**src/rtl/aes_block_sequencer.sv**
```systemverilog
// Word-stream front/back end for an AES core: packs 32-bit words into 129-bit blocks,
// drives key expansion and the start/done handshake, and unpacks results to words.
module aes_block_sequencer #(
    parameter int TIMEOUT_CYCLES = 64
) (
    input  logic         clk,
    input  logic         n_rst,
    input  logic [127:0] key_in,
    input  logic         ed_mode,
    input  logic         key_load,
    output logic         key_ready,
    output logic         timeout_err,
    output logic         key_load_err,
    input  logic [31:0]  in_data,
    input  logic         in_last,
    input  logic         in_valid,
    output logic         in_ready,
    output logic [31:0]  out_data,
    output logic         out_last,
    output logic         out_valid,
    input  logic         out_ready,
    output logic [128:0] core_data,
    output logic [127:0] core_key,
    output logic         core_ed_sel,
    output logic         core_key_op,
    output logic         core_start_op,
    output logic         core_r_ready,
    input  logic         core_key_expanded,
    input  logic         core_aes_done,
    input  logic [128:0] core_data_out,
    output logic [2:0]   state_dbg
);

    typedef enum logic [2:0] {
        IDLE      = 3'd0,
        KEY_START = 3'd1,
        KEY_WAIT  = 3'd2,
        FILL      = 3'd3,
        ISSUE     = 3'd4,
        BLK_WAIT  = 3'd5,
        DRAIN     = 3'd6
    } state_t;

    localparam logic [7:0] TMO_LAST = 8'(TIMEOUT_CYCLES - 1);

    state_t       state, state_d;
    logic [1:0]   wc, rc;
    logic [7:0]   cnt;
    logic [128:0] result;
    logic         key_accept, in_fire, out_fire, in_wait, tmo_hit;

    assign state_dbg = state;

    // Both streams: a word moves on a rising edge where valid and ready are both high;
    // a producer holds its word stable from raising valid until that edge.
    always_comb begin
        in_fire    = in_valid && (state == FILL);
        out_fire   = out_ready && (state == DRAIN);
        key_accept = key_load && ((state == IDLE) || ((state == FILL) && (wc == 2'd0)));
        in_wait    = ((state == KEY_WAIT) && !core_key_expanded) ||
                     ((state == BLK_WAIT) && !core_aes_done);
        tmo_hit    = in_wait && (cnt == TMO_LAST);
        state_d    = state;
        case (state)
            IDLE:      if (key_accept) state_d = KEY_START;
            KEY_START: state_d = KEY_WAIT;
            KEY_WAIT:  if (core_key_expanded) state_d = FILL;
                       else if (tmo_hit) state_d = IDLE;
            FILL:      if (key_accept) state_d = KEY_START;
                       else if (in_fire && (wc == 2'd3)) state_d = ISSUE;
            ISSUE:     state_d = BLK_WAIT;
            BLK_WAIT:  if (core_aes_done) state_d = DRAIN;
                       else if (tmo_hit) state_d = IDLE;
            DRAIN:     if (out_fire && (rc == 2'd3)) state_d = FILL;
            default:   state_d = IDLE;
        endcase
    end

    always_ff @(posedge clk or negedge n_rst) begin
        if (!n_rst) begin
            state         <= IDLE;
            in_ready      <= 1'b0;
            out_valid     <= 1'b0;
            core_key_op   <= 1'b0;
            core_start_op <= 1'b0;
            core_r_ready  <= 1'b0;
            timeout_err   <= 1'b0;
            key_load_err  <= 1'b0;
            key_ready     <= 1'b0;
            cnt           <= 8'd0;
            wc            <= 2'd0;
            rc            <= 2'd0;
            core_key      <= '0;
            core_ed_sel   <= 1'b0;
            core_data     <= '0;
            result        <= '0;
        end else begin
            state         <= state_d;
            in_ready      <= (state_d == FILL);
            out_valid     <= (state_d == DRAIN);
            core_key_op   <= (state_d == KEY_START);
            core_start_op <= (state_d == KEY_START) || (state_d == ISSUE);
            core_r_ready  <= (state_d == BLK_WAIT);
            timeout_err   <= tmo_hit;
            key_load_err  <= key_load && !key_accept;
            // Counter is zero on the first cycle of a wait and never runs outside one.
            cnt           <= (in_wait && !tmo_hit) ? cnt + 8'd1 : 8'd0;

            if (key_accept) begin
                core_key    <= key_in;
                core_ed_sel <= ed_mode;
                key_ready   <= 1'b0;
            end else if ((state == KEY_WAIT) && core_key_expanded) begin
                key_ready <= 1'b1;
            end else if (tmo_hit) begin
                key_ready <= 1'b0;
            end

            if (key_accept || tmo_hit) begin
                wc <= 2'd0;
            end else if (in_fire) begin
                case (wc)
                    2'd0: core_data[127:96] <= in_data;
                    2'd1: core_data[95:64]  <= in_data;
                    2'd2: core_data[63:32]  <= in_data;
                    default: begin
                        core_data[31:0] <= in_data;
                        core_data[128]  <= in_last;
                    end
                endcase
                wc <= wc + 2'd1;
            end

            if ((state == BLK_WAIT) && core_aes_done) begin
                result <= core_data_out;
                rc     <= 2'd0;
            end else if (out_fire) begin
                rc <= rc + 2'd1;
            end
        end
    end

    always_comb begin
        case (rc)
            2'd0:    out_data = result[127:96];
            2'd1:    out_data = result[95:64];
            2'd2:    out_data = result[63:32];
            default: out_data = result[31:0];
        endcase
        out_last = out_valid && (rc == 2'd3) && result[128];
    end

endmodule

```
**config.mk**
```make
export PLATFORM = sky130hd
export DESIGN_NAME = aes_block_sequencer
export DESIGN_NICKNAME = d
export VERILOG_FILES = /design/src/rtl/aes_block_sequencer.sv
export SDC_FILE = /design/constraint.sdc
export NUM_CORES = 1
export LEC_CHECK = 0
export CORE_MARGIN = 8
export CORE_UTILIZATION = 32
export CTS_CLUSTER_SIZE = 25
export DETAILED_ROUTE_END_ITERATION = 12
export PLACE_DENSITY = 0.6
export SYNTH_ARGS = -nofsm -noshare
export SYNTH_HDL_FRONTEND = slang
export SYNTH_SLANG_ARGS = --single-unit
```
**constraint.sdc**
```tcl
create_clock -name clk -period 4.45 [get_ports clk]
set_input_delay 1.335 -clock clk [delete_from_list [all_inputs] [get_ports clk]]
set_output_delay 1.335 -clock clk [all_outputs]
set_load 0.01 [all_outputs]
```
==> key figures, run 1 <==
Synthesis
  • Ranking of synthesized cells by area: dfrtp_1 (61%), mux2_2 (18%), mux2_4 (8.1%), mux2i_1 (2.0%), a222oi_1 (1.9%)
  • Post-synth EDFFs: 0
  • Synthesized net count: 1394
  • Cell Area, Synth: 16760 µm²
  • Avg Inst Size Synth: 15.43 µm²
  • Yosys reg bits: 410
  • Ys flop type: dfrtp_1
  • Synth warn: 0
  • Post-synth top area cell: dfrtp_1
  • Cell count after synthesis: 1086
  • Register area share after synthesis: 0.6123
  • Share of the synthesized area in the top cell type: 0.6123
  • Unique masters post-synth: 41
  • FFs w/ async S/R, synth: 1.000

STA
  • Normalized max-slew margin: 0.4436
  • Fmax: 243.7 MHz
  • Final worst path period share: 0.9221
  • Actual slew at the worst max-slew pin: 0.8346 ns
  • Final Critical Period: 4.103 ns
  • Final Max Slew Viols: 0
  • RSZ-0062 raised after global routing: no
  • TNS Setup: 0 ns
  • Final setup viols: 0
  • Post-Route Skew: 0.01760 ns
  • Final hold viol count: 0

Outcome
  • Status: finished, final reports clean

Detailed routing
  • Detailed-router iteration count before antenna repair: 5
  • Vias: 11210
  • Wirelength per Cell: 22.33 µm
  • Routed wire length: 54.01 mm
  • DR vias/cell: 4.635
  • Drt initial violations: 531
  • DRT antenna net count: 0
  • Drt drc: 0

Power and ir drop
  • Leakage: 10.92 nW
  • Pwr/cell area: 698.5 nW/µm²
  • Peak VDD IR: 450.0 µV

Critical path
  • Setup crit end kind: output port
  • Req. time, crit path: 3.12 ns
  • Worst Setup Path Type: reg2out
  • Crit-path max FO: 24
  • Worst EP arrival: 2.77 ns
  • Startpoint types: register

Global routing
  • Antenna violations before repair: 5
  • GRT Total Usage: 0.1741
  • Vias in the first global route: 12370
  • Congestion Overflow GR: 0
  • First-pass GRT wire length: 80.67 mm
  • Largest net degree at the start of global routing: 102

Clocking
  • Worst-Skew Late Latency: 0.57 ns
  • TritonCTS clock tree: yes
  • CTS resizes: 0
  • CTS H-tree lvls: 2
  • TritonCTS buffer count: 47
  • CTS max path bufs: 3
  • Clock root buffer: clkbuf_16
  • Clock Pin Slew Worst Setup and Hold Paths: 0.06 ns
  • Clk sinks: 410
  • Hold_buf cts: 0
  • Setup bufs post-CTS: 0

Final layout
  • # fillers: 4610
  • Non-filler cells, final: 2419
  • Post-layout nets: 2000
  • Layout cells sized above 1: 0.2718
  • Area delta synth->final: 49.77%

Floorplanning
  • Die extent in x: 244.8 µm
  • Die area: 59940 µm²
  • Die Y: 244.8 µm
  • Cell Rows: 84
  • Initial core utilization: 0.3215
  • Core area: 52130 µm²
  • I/O pin count: 600

Flow run
  • Max-cap violations: 0

Placement
  • Gpl congestion: 0.7857
  • Placed Cells incl. Taps: 2331
  • I/O Buffers: 599
  • Post-DP HPWL: 39.70 mm

Min path
  • Min-Delay Path Class: reg2reg
-- layout by cell type (no fill, tap or decap), types with 11 or more instances in the layout --
| cell | netlist | layout |
|---|---|---|
| clkdlybuf4s50_1 | 0 | 598 |
| mux2i_1 | 34 | 34 |
| mux2_2 | 265 | 265 |
| buf_4 | 5 | 11 |
| nor2_1 | 14 | 14 |
| mux2_4 | 90 | 90 |
| a222oi_1 | 32 | 32 |
| dfrtp_1 | 410 | 410 |
| clkinv_2 | 0 | 11 |
| nand2_1 | 39 | 39 |
| clkbuf_16 | 0 | 47 |
| inv_1 | 39 | 39 |
| clkbuf_8 | 1 | 12 |
| buf_12 | 0 | 11 |
| o21ai_0 | 37 | 37 |
-- final timing paths --
path	start	endpoint	slack, ns	cells after the start
setup / recovery	rc[1]	out_data[14]	0.35	7
hold / removal	cnt[0]	cnt[0]	0.49	1
setup reg to reg	wc[0]	core_data[64]	1.66	7
hold reg to reg	cnt[0]	cnt[0]	0.49	1
max in group asynchronous	n_rst	result[59]	2.58	2
min in group asynchronous	n_rst	result[66]	0.83	1
-- report_power, final --
part | leakage (nW) | switching, mW | internal, mW
sequential | 5.10 | 0.888 | 5.35
combinational | 5.03 | 3.00 | 4.39
clock | 0.786 | 1.57 | 2.32
total | 10.9 | 5.46 | 12.1
-- worst max-delay path, cell delays in order (launching register included) --
cell and delay (ns):
dfrtp_1 0.41, inv_1 0.09, ha_1 0.18, buf_4 0.23
buf_4 0.23, a222oi_1 0.36, mux2i_1 0.16, clkdlybuf4s50_1 0.51
-- metal layers --
| layer | wire length [µm] | part of all wire | GRT usage |
|---|---|---|---|
| met1 | 21140 | 0.39 | 0.2060 |
| met3 | 4598 | 0.085 | 0.06283 |
| met4 | 1417 | 0.026 | 0.05731 |
| met2 | 26800 | 0.50 | 0.2922 |
| met5 | 51 | 0.00094 | 0 |
-- synthesized netlist by cell type (all sizes together), types with 2 or more instances --
cell	instances
nand2	40
a21o	2
nor2b	2
mux2	355
o211a	3
o21bai	2
clkbuf	20
o21ai	38
dfrtp	410
xnor2	4
buf	44
inv	39
nor2	14
and3	6
xor2	4
nand3b	2
nor4b	4
nand3	4
mux2i	34
nor3	3
a222oi	32
and2	3
ha	10
a21oi	4
-- cell families after synthesis --
group	Yosys count	synth area share
buffers and inverters	103	0.03345
xor gates and xnor gates	8	0.004181
adders and majority gates	10	0.007467
DFF	410	0.6123
AOI/OAI and AO/OA	82	0.03569
and+or+nand+nor	84	0.02793
muxes	389	0.2790
-- sequential cells by signal, summed over array words and instances (netlist names) --
| register | count |
|---|---|
| core_data | 129 |
| core_r_ready | 1 |
| rc | 2 |
| core_key_op | 1 |
| out_valid | 1 |
| cnt | 8 |
| key_ready | 1 |
| state_dbg | 3 |
| result | 129 |
| core_key | 128 |
| wc | 2 |
| in_ready | 1 |
| timeout_err | 1 |
| core_start_op | 1 |
| core_ed_sel | 1 |
| key_load_err | 1 |
-- cell type report --
class / count / area (µm²) / area share
sequential: 410 / 10260 / 0.4088
timing repair buffer: 621 / 6304 / 0.2512
multi-input combinational: 573 / 5951 / 0.2371
clock buffer: 65 / 1364 / 0.05434
tap: 688 / 860.8 / 0.03430
clock inverter: 21 / 207.7 / 0.008276
inverter: 39 / 146.4 / 0.005833
antenna: 2 / 5.005 / 0.0001994
-- metrics by stage --
step                      total power [mW]  cell area, µm²    util  hold slack, ns  worst slack, ns
final                                17.53           25100  0.4814          0.4904           0.3467
after CTS                            17.82           25090  0.4814          0.4898           0.2837
after detailed placement             13.77           23520  0.4512          0.4817           0.6136
after global placement               13.67           23520  0.4512          0.4709           0.6689
after floorplan                      9.642           16760       -          0.4479            1.585
after global routing                 18.48           25100  0.4814          0.5129           0.1931
Note: power is estimated with default switching activity, not from simulation.
==> inputs of run 2 (changes only) <==
--- a/config.mk
+++ b/config.mk
@@ -5,11 +5,12 @@
 export SDC_FILE = /design/constraint.sdc
 export NUM_CORES = 1
 export LEC_CHECK = 0
+export ABC_CLOCK_PERIOD_IN_PS = 3700
 export CORE_MARGIN = 8
 export CORE_UTILIZATION = 32
 export CTS_CLUSTER_SIZE = 25
 export DETAILED_ROUTE_END_ITERATION = 12
-export PLACE_DENSITY = 0.6
+export PLACE_DENSITY = 0.63
 export SYNTH_ARGS = -nofsm -noshare
 export SYNTH_HDL_FRONTEND = slang
 export SYNTH_SLANG_ARGS = --single-unit
==> constraint.sdc (replaced) <==
create_clock -name clk -period 3.7 [get_ports clk]
set_input_delay 1.11 -clock clk [delete_from_list [all_inputs] [get_ports clk]]
set_output_delay 1.11 -clock clk [all_outputs]
set_load 0.01 [all_outputs]
==> run 2 against run 1 <==
Critical path depth decreased by 1. Flip-flop and latch count unchanged. Via count increased by 1.3%. Count of clock-buffer cells in the layout increased by 12. First-iteration DRC count increased by 1.5%. Cell count increased by 0.54%. Core utilization increased by 0.45 points. Register-to-register slack got worse by 0.49 ns. Sequential share of layout area decreased by 0.37 points. Critical endpoint is now out_data[7].
==> key figures, run 2 (synthesis gave the netlist of run 1 again) <==
Critical path
  • Setup crit end kind: output port
  • Reg2Reg Depth: 7 (unchanged)
  • Reg2reg start: wc[0]
  • R2R Setup Slk: 1.17 ns (-0.49 ns)
  • Req. time, crit path: 2.59 ns (-0.53 ns)
  • Crit-path max FO: 32 (+33%)
  • Worst Setup Path Type: reg2out
  • Startpoint types: register
  • R2r endpoint: core_data[46]
  • Worst EP arrival: 2.47 ns (-0.30 ns)

Global routing
  • First-pass GRT wire length: 80.43 mm (-0.29%)
  • GRT Total Usage: 0.1732 (-0.0008644)
  • Largest net degree at the start of global routing: 83 (-19%)
  • Antenna violations before repair: 5 (unchanged)
  • Congestion Overflow GR: 0 (unchanged)
  • Vias in the first global route: 12580 (+1.7%)

Floorplanning
  • Initial core utilization: 0.3215 (unchanged)
  • I/O pin count: 600 (unchanged)
  • Cell Rows: 84 (unchanged)
  • Die area: 59940 µm² (unchanged)
  • Die extent in x: 244.8 µm (unchanged)
  • Core area: 52130 µm² (unchanged)
  • Die Y: 244.8 µm (unchanged)

Power and ir drop
  • Tot Pwr: 21.10 mW (+20%)
  • Pwr/cell area: 833.0 nW/µm² (+19%)
  • Combinational share of power: 0.421 (about the same)
  • Int Pwr: 14.58 mW (+21%)
  • Peak VDD IR: 562.4 µV (+25%)
  • Leakage: 11.36 nW (+4.1%)
  • Sequential power share: 0.357 (about the same)
  • Net switching share of the total power: 0.3093 (-0.002293)
  • Psw: 6.526 mW (+19%)
  • Clk pwr share: 0.222 (about the same)

Clocking
  • Clock root buffer: clkbuf_16
  • CTS H-tree lvls: 2 (unchanged)
  • CTS max path bufs: 3 (unchanged)
  • Clk sinks: 410 (unchanged)
  • Clock Pin Slew Worst Setup and Hold Paths: 0.06 ns (about the same)
  • TritonCTS buffer count: 47 (unchanged)
  • TritonCTS clock tree: yes
  • Hold_buf cts: 0 (unchanged)
  • Worst-Skew Late Latency: 0.56 ns (about the same)

Detailed routing
  • DR vias/cell: 4.668 (+0.72%)
  • Drt initial violations: 539 (+1.5%)
  • Vias: 11350 (+1.3%)
  • Routed wl met2: 26.81 mm (about the same)
  • DRT antenna net count: 0 (unchanged)
  • Detailed-router iteration count before antenna repair: 7 (+2)
  • Routed wire length: 54.02 mm (about the same)
  • Highest routed metal layer: met4
  • Wirelength per Cell: 22.21 µm (-0.51%)
  • Drt drc: 0 (unchanged)
  • Met3 WL post-DR: 4.717 mm (+2.6%)
  • M1 wire length: 21.08 mm (-0.29%)

Final layout
  • Area delta synth->final: 51.17%
  • Most common cell after layout, fill and taps aside: clkdlybuf4s50_1
  • Post-layout nets: 2011 (+0.55%)
  • Non-filler cells, final: 2432 (+0.54%)
  • Post-route core utilization: 0.4859 (+0.004488)
  • Area of the multi-input gates: 5961 µm² (+0.17%)
  • Layout cells sized above 1: 0.2726 (+0.0007370)
  • # fillers: 4631 (+0.46%)
  • Design area: 25330 µm² (+0.93%)
  • Sequential Area: 10260 µm² (about the same)
  • Most frequent cells in the layout: clkdlybuf4s50_1 (569), dfrtp_1 (409), mux2_2 (265), mux2_4 (90), clkbuf_16 (49)
  • Largest registers: core_data (129), result (129), core_key (128)

STA
  • Hold_ws: 0.4885 ns (-0.001974 ns)
  • Actual slew at the worst max-slew pin: 0.6160 ns (-0.2186 ns)
  • Final Max Slew Viols: 0 (unchanged)
  • Setup ws final: 0.1237 ns (-0.2230 ns)
  • Normalized max-slew margin: 0.5862 (+0.1426)
  • Final worst path period share: 0.9666
  • Final Critical Period: 3.576 ns
  • RSZ-0062 raised after global routing: no
  • Final hold viol count: 0 (unchanged)
  • Fmax: 279.6 MHz
  • TNS Setup: 0 ns (unchanged)
  • Post-Route Skew: 0.01813 ns (+0.0005273 ns)
  • Final setup viols: 0 (unchanged)

Placement
  • Gpl congestion: 0.8242 (+4.9%)
  • Post-DP HPWL: 40.40 mm (+1.8%)
  • Placed Cells incl. Taps: 2340 (+0.39%)
  • Placed Area: 23640 µm² (+0.50%)
  • Pre-CTS WS: 0.3333 ns (-0.2803 ns)
  • I/O Buffers: 599 (unchanged)

Flow run
  • Max-cap violations: 0 (unchanged)

Min path
  • Min-Delay Path Class: in2async

Outcome
  • Status: finished, final reports clean
==> run 2: worst max path at each step <==
stage,to,start,slack (ns)
5_1_grt,out_data[2],rc[0],0
3_3_place_gp,core_data[46],core_key_expanded,0.39
4_1_cts,out_data[3],rc[0],0.004
6_report,out_data[7],rc[0],0.12
3_5_place_dp,core_data[46],core_key_expanded,0.33
2_1_floorplan,out_data[0],rc[1],1.06
==> run 2: cell type report <==
cell class / instances / area share
Inverter: 39 / 0.005779
Multi-Input combinational cell: 573 / 0.2353
Clock inverter: 8 / 0.003754
Timing Repair Buffer: 632 / 0.2571
Clock buffer: 77 / 0.05848
Sequential cell: 410 / 0.4051
Tap cell: 688 / 0.03398
Antenna cell: 5 / 0.0004939
==> run 2: critical path: stages, from the launching register on <==
cell             delay (ns)
dfrtp_1                0.39
inv_1                  0.10
ha_1                   0.25
buf_12                 0.18
a222oi_1               0.34
mux2i_1                0.12
clkdlybuf4s50_1        0.49
==> run 2: metal layers <==
metal	track usage	up-vias
li1	-	5106
met2	0.2937	411
met4	0.05012	0
met5	0	-
met3	0.06804	75
met1	0.2017	5760
==> run 2: repair_timing <==
item / CTS / global route
pin swaps: 4 / 12
setup buffers: 2 / 0
resized for setup: 10 / 27
endpoints found under the setup margin: 32 / 25
==> run 2: power groups by stage <==
stage	Clock [mW]	Sequential, mW	Combinational (mW)
2_1_floorplan	0	7.96	3.64
5_1_grt	5.00	7.77	9.41
6_report	4.68	7.54	8.88
3_5_place_dp	0	7.57	9.03
3_3_place_gp	0	7.52	8.92
4_1_cts	4.83	7.55	9.09
==> inputs of run 3 (changes only) <==
--- a/config.mk
+++ b/config.mk
@@ -8,7 +8,7 @@
 export ABC_CLOCK_PERIOD_IN_PS = 3700
 export CORE_MARGIN = 8
 export CORE_UTILIZATION = 32
-export CTS_CLUSTER_SIZE = 25
+export CTS_CLUSTER_SIZE = 10
 export DETAILED_ROUTE_END_ITERATION = 12
 export PLACE_DENSITY = 0.63
 export SYNTH_ARGS = -nofsm -noshare
==> run 3 against run 2 <==
Sequential power about the same. Via count decreased by 0.50%. Non-clock buffer count unchanged. Clock skew decreased by 0.0058 ns. Register-to-register slack improved by 0.02 ns. Die area unchanged. Largest power group unchanged.
==> key figures, run 3 (synthesis gave the netlist of run 1 again) <==
Clocking
  • TritonCTS buffer count: 49 (+4.3%)
  • Clk sinks: 410 (unchanged)
  • Clock Pin Slew Worst Setup and Hold Paths: 0.05 ns (about the same)
  • TritonCTS clock tree: yes
  • Worst-Skew Late Latency: 0.57 ns (about the same)
  • CTS H-tree lvls: 2 (unchanged)
  • Hold_buf cts: 0 (unchanged)
  • CTS max path bufs: 3 (unchanged)
  • Clock root buffer: clkbuf_16

STA
  • Hold_ws: 0.4891 ns (+0.0005870 ns)
  • Fmax: 280.3 MHz (+0.25%)
  • Final Max Slew Viols: 0 (unchanged)
  • RSZ-0062 raised after global routing: no
  • Final Critical Period: 3.567 ns (-0.008967 ns)
  • Final hold viol count: 0 (unchanged)
  • TNS Setup: 0 ns (unchanged)
  • Normalized max-slew margin: 0.6077 (+0.02151)
  • Final worst path period share: 0.9641 (-0.002424)
  • Setup ws final: 0.1326 ns (+0.008967 ns)
  • Final setup viols: 0 (unchanged)
  • Post-Route Skew: 0.01233 ns (-0.005799 ns)
  • Actual slew at the worst max-slew pin: 0.5840 ns (-0.03202 ns)

Floorplanning
  • Die Y: 244.8 µm (unchanged)
  • Die area: 59940 µm² (unchanged)
  • Core area: 52130 µm² (unchanged)
  • I/O pin count: 600 (unchanged)
  • Die extent in x: 244.8 µm (unchanged)
  • Cell Rows: 84 (unchanged)
  • Initial core utilization: 0.3215 (unchanged)

Detailed routing
  • Drt initial violations: 527 (-2.2%)
  • Drt drc: 0 (unchanged)
  • Wirelength per Cell: 22.41 µm (+0.90%)
  • Detailed-router iteration count before antenna repair: 6 (-1)
  • DRT antenna net count: 0 (unchanged)
  • DR vias/cell: 4.679 (+0.24%)
  • Routed wire length: 54.11 mm (+0.15%)
  • Vias: 11300 (-0.50%)

Placement
  • I/O Buffers: 599 (unchanged)
  • Placed Area: 23640 µm² (unchanged)
  • Post-DP HPWL: 40.40 mm (unchanged)
  • Pre-CTS WS: 0.3333 ns (unchanged)
  • Gpl congestion: 0.8242 (unchanged)

Global routing
  • Congestion Overflow GR: 0 (unchanged)
  • Antenna violations before repair: 4 (-1)
  • Largest net degree at the start of global routing: 83 (unchanged)
  • GRT Total Usage: 0.1737 (+0.0004255)
  • First-pass GRT wire length: 80.61 mm (+0.22%)
  • Vias in the first global route: 12600 (+0.15%)

Critical path
  • Critical Path Max Stage Delay: 0.52 ns (+0.03 ns)
  • Slowest CP cell: clkdlybuf4s50_1
  • Crit-path max FO: 32 (unchanged)
  • Critical Path, Cell by Cell: inv_1 > ha_1 > buf_12 > a222oi_1 > mux2i_1 > clkdlybuf4s50_1
  • Worst Setup Path Type: reg2out
  • Worst EP arrival: 2.46 ns (about the same)
  • Startpoint types: register
  • Req. time, crit path: 2.59 ns (about the same)
  • Reg2Reg Depth: 7 (unchanged)
  • Crit path from: rc[0]
  • Reg2reg start: wc[0]
  • Setup crit end kind: output port

Final layout
  • Largest registers: core_data (129), result (129), core_key (128)
  • Sequential Area: 10260 µm² (unchanged)
  • Most common cell after layout, fill and taps aside: clkdlybuf4s50_1
  • Post-layout nets: 2013 (+0.099%)
  • Area of the multi-input gates: 5961 µm² (unchanged)
  • Area delta synth->final: 50.05%
  • Design area: 25140 µm² (-0.74%)
  • Most frequent cells in the layout: clkdlybuf4s50_1 (571), dfrtp_1 (409), mux2_2 (265), mux2_4 (90), clkbuf_16 (51)
  • # fillers: 4652 (+0.45%)
  • Layout cells sized above 1: 0.2683 (-0.004278)

Flow run
  • Max-cap violations: 0 (unchanged)

Power and ir drop
  • Net switching share of the total power: 0.3122 (+0.002883)
  • Leakage: 11.22 nW (-1.3%)
  • Pwr/cell area: 825.5 nW/µm² (-0.90%)
  • Tot Pwr: 20.76 mW (-1.6%)
  • Int Pwr: 14.28 mW (-2.0%)
  • Peak VDD IR: 504.2 µV (-10%)
  • Combinational share of power: 0.428 (+0.007)
  • Clk pwr share: 0.209 (-0.013)
  • Sequential power share: 0.363 (+0.006)
  • Psw: 6.480 mW (-0.71%)

Min path
  • Min-Delay Path Class: in2async

Outcome
  • Status: finished, final reports clean
## run 3: power groups by stage
| stage | sequential, mW | clock, mW | combinational (mW) |
|---|---|---|---|
| final | 7.54 | 4.33 | 8.89 |
| after detailed placement | 7.57 | 0 | 9.03 |
| after global routing | 7.78 | 4.65 | 9.42 |
| after global placement | 7.52 | 0 | 8.92 |
| after floorplan | 7.96 | 0 | 3.64 |
| after CTS | 7.55 | 4.49 | 9.06 |
## run 3: metal layers
layer  global-route usage  share of wire  vias to the layer above
li1                     -              -                     5082
met1               0.2014           0.39                     5725
met2               0.2932           0.49                      411
met3              0.06946          0.090                       77
met4              0.05275          0.028                        0
met5                    0              0                        -
## run 3: area by class of cell
class,instances,area share
clock inverters,4,0.001095
repair buffers,632,0.2586
inverters,39,0.005822
diodes,4,0.0003981
clock buffers,64,0.05469
well taps,688,0.03424
flip-flops and latches,410,0.4081
multi-input cells,573,0.2371
## run 3: timing repair
action,in CTS,in global routing
cloned,0,0
gates resized for setup,12,24
pin swaps,7,8
setup buffers,2,0
endpoints found under the setup margin,32,23
## run 3: final timing paths
check	to	slack, ns
max	out_data[19]	0.13
min	core_data[3]	0.49
max reg2reg	core_data[46]	1.19
min reg2reg	key_ready	0.50
max in group asynchronous	core_data[16]	2.28
min in group clk	key_ready	0.50
## run 3: worst max-delay path, delay by kind of cell, from the launching register on
kind / cells / cell delay (ns)
flops: 1 / 0.39
compound gates: 1 / 0.32
buf+inv: 3 / 0.81
fa+ha+maj: 1 / 0.24
mux: 1 / 0.12
## run 3: per-stage QoR
| step | instances | util |
|---|---|---|
| final | 2414 | 0.4823 |
| after global routing | 2413 | 0.4823 |
| after CTS | 2410 | 0.4809 |
| after detailed placement | 2340 | 0.4535 |
| after global placement | 2340 | 0.4535 |
| after floorplan | 1086 | - |
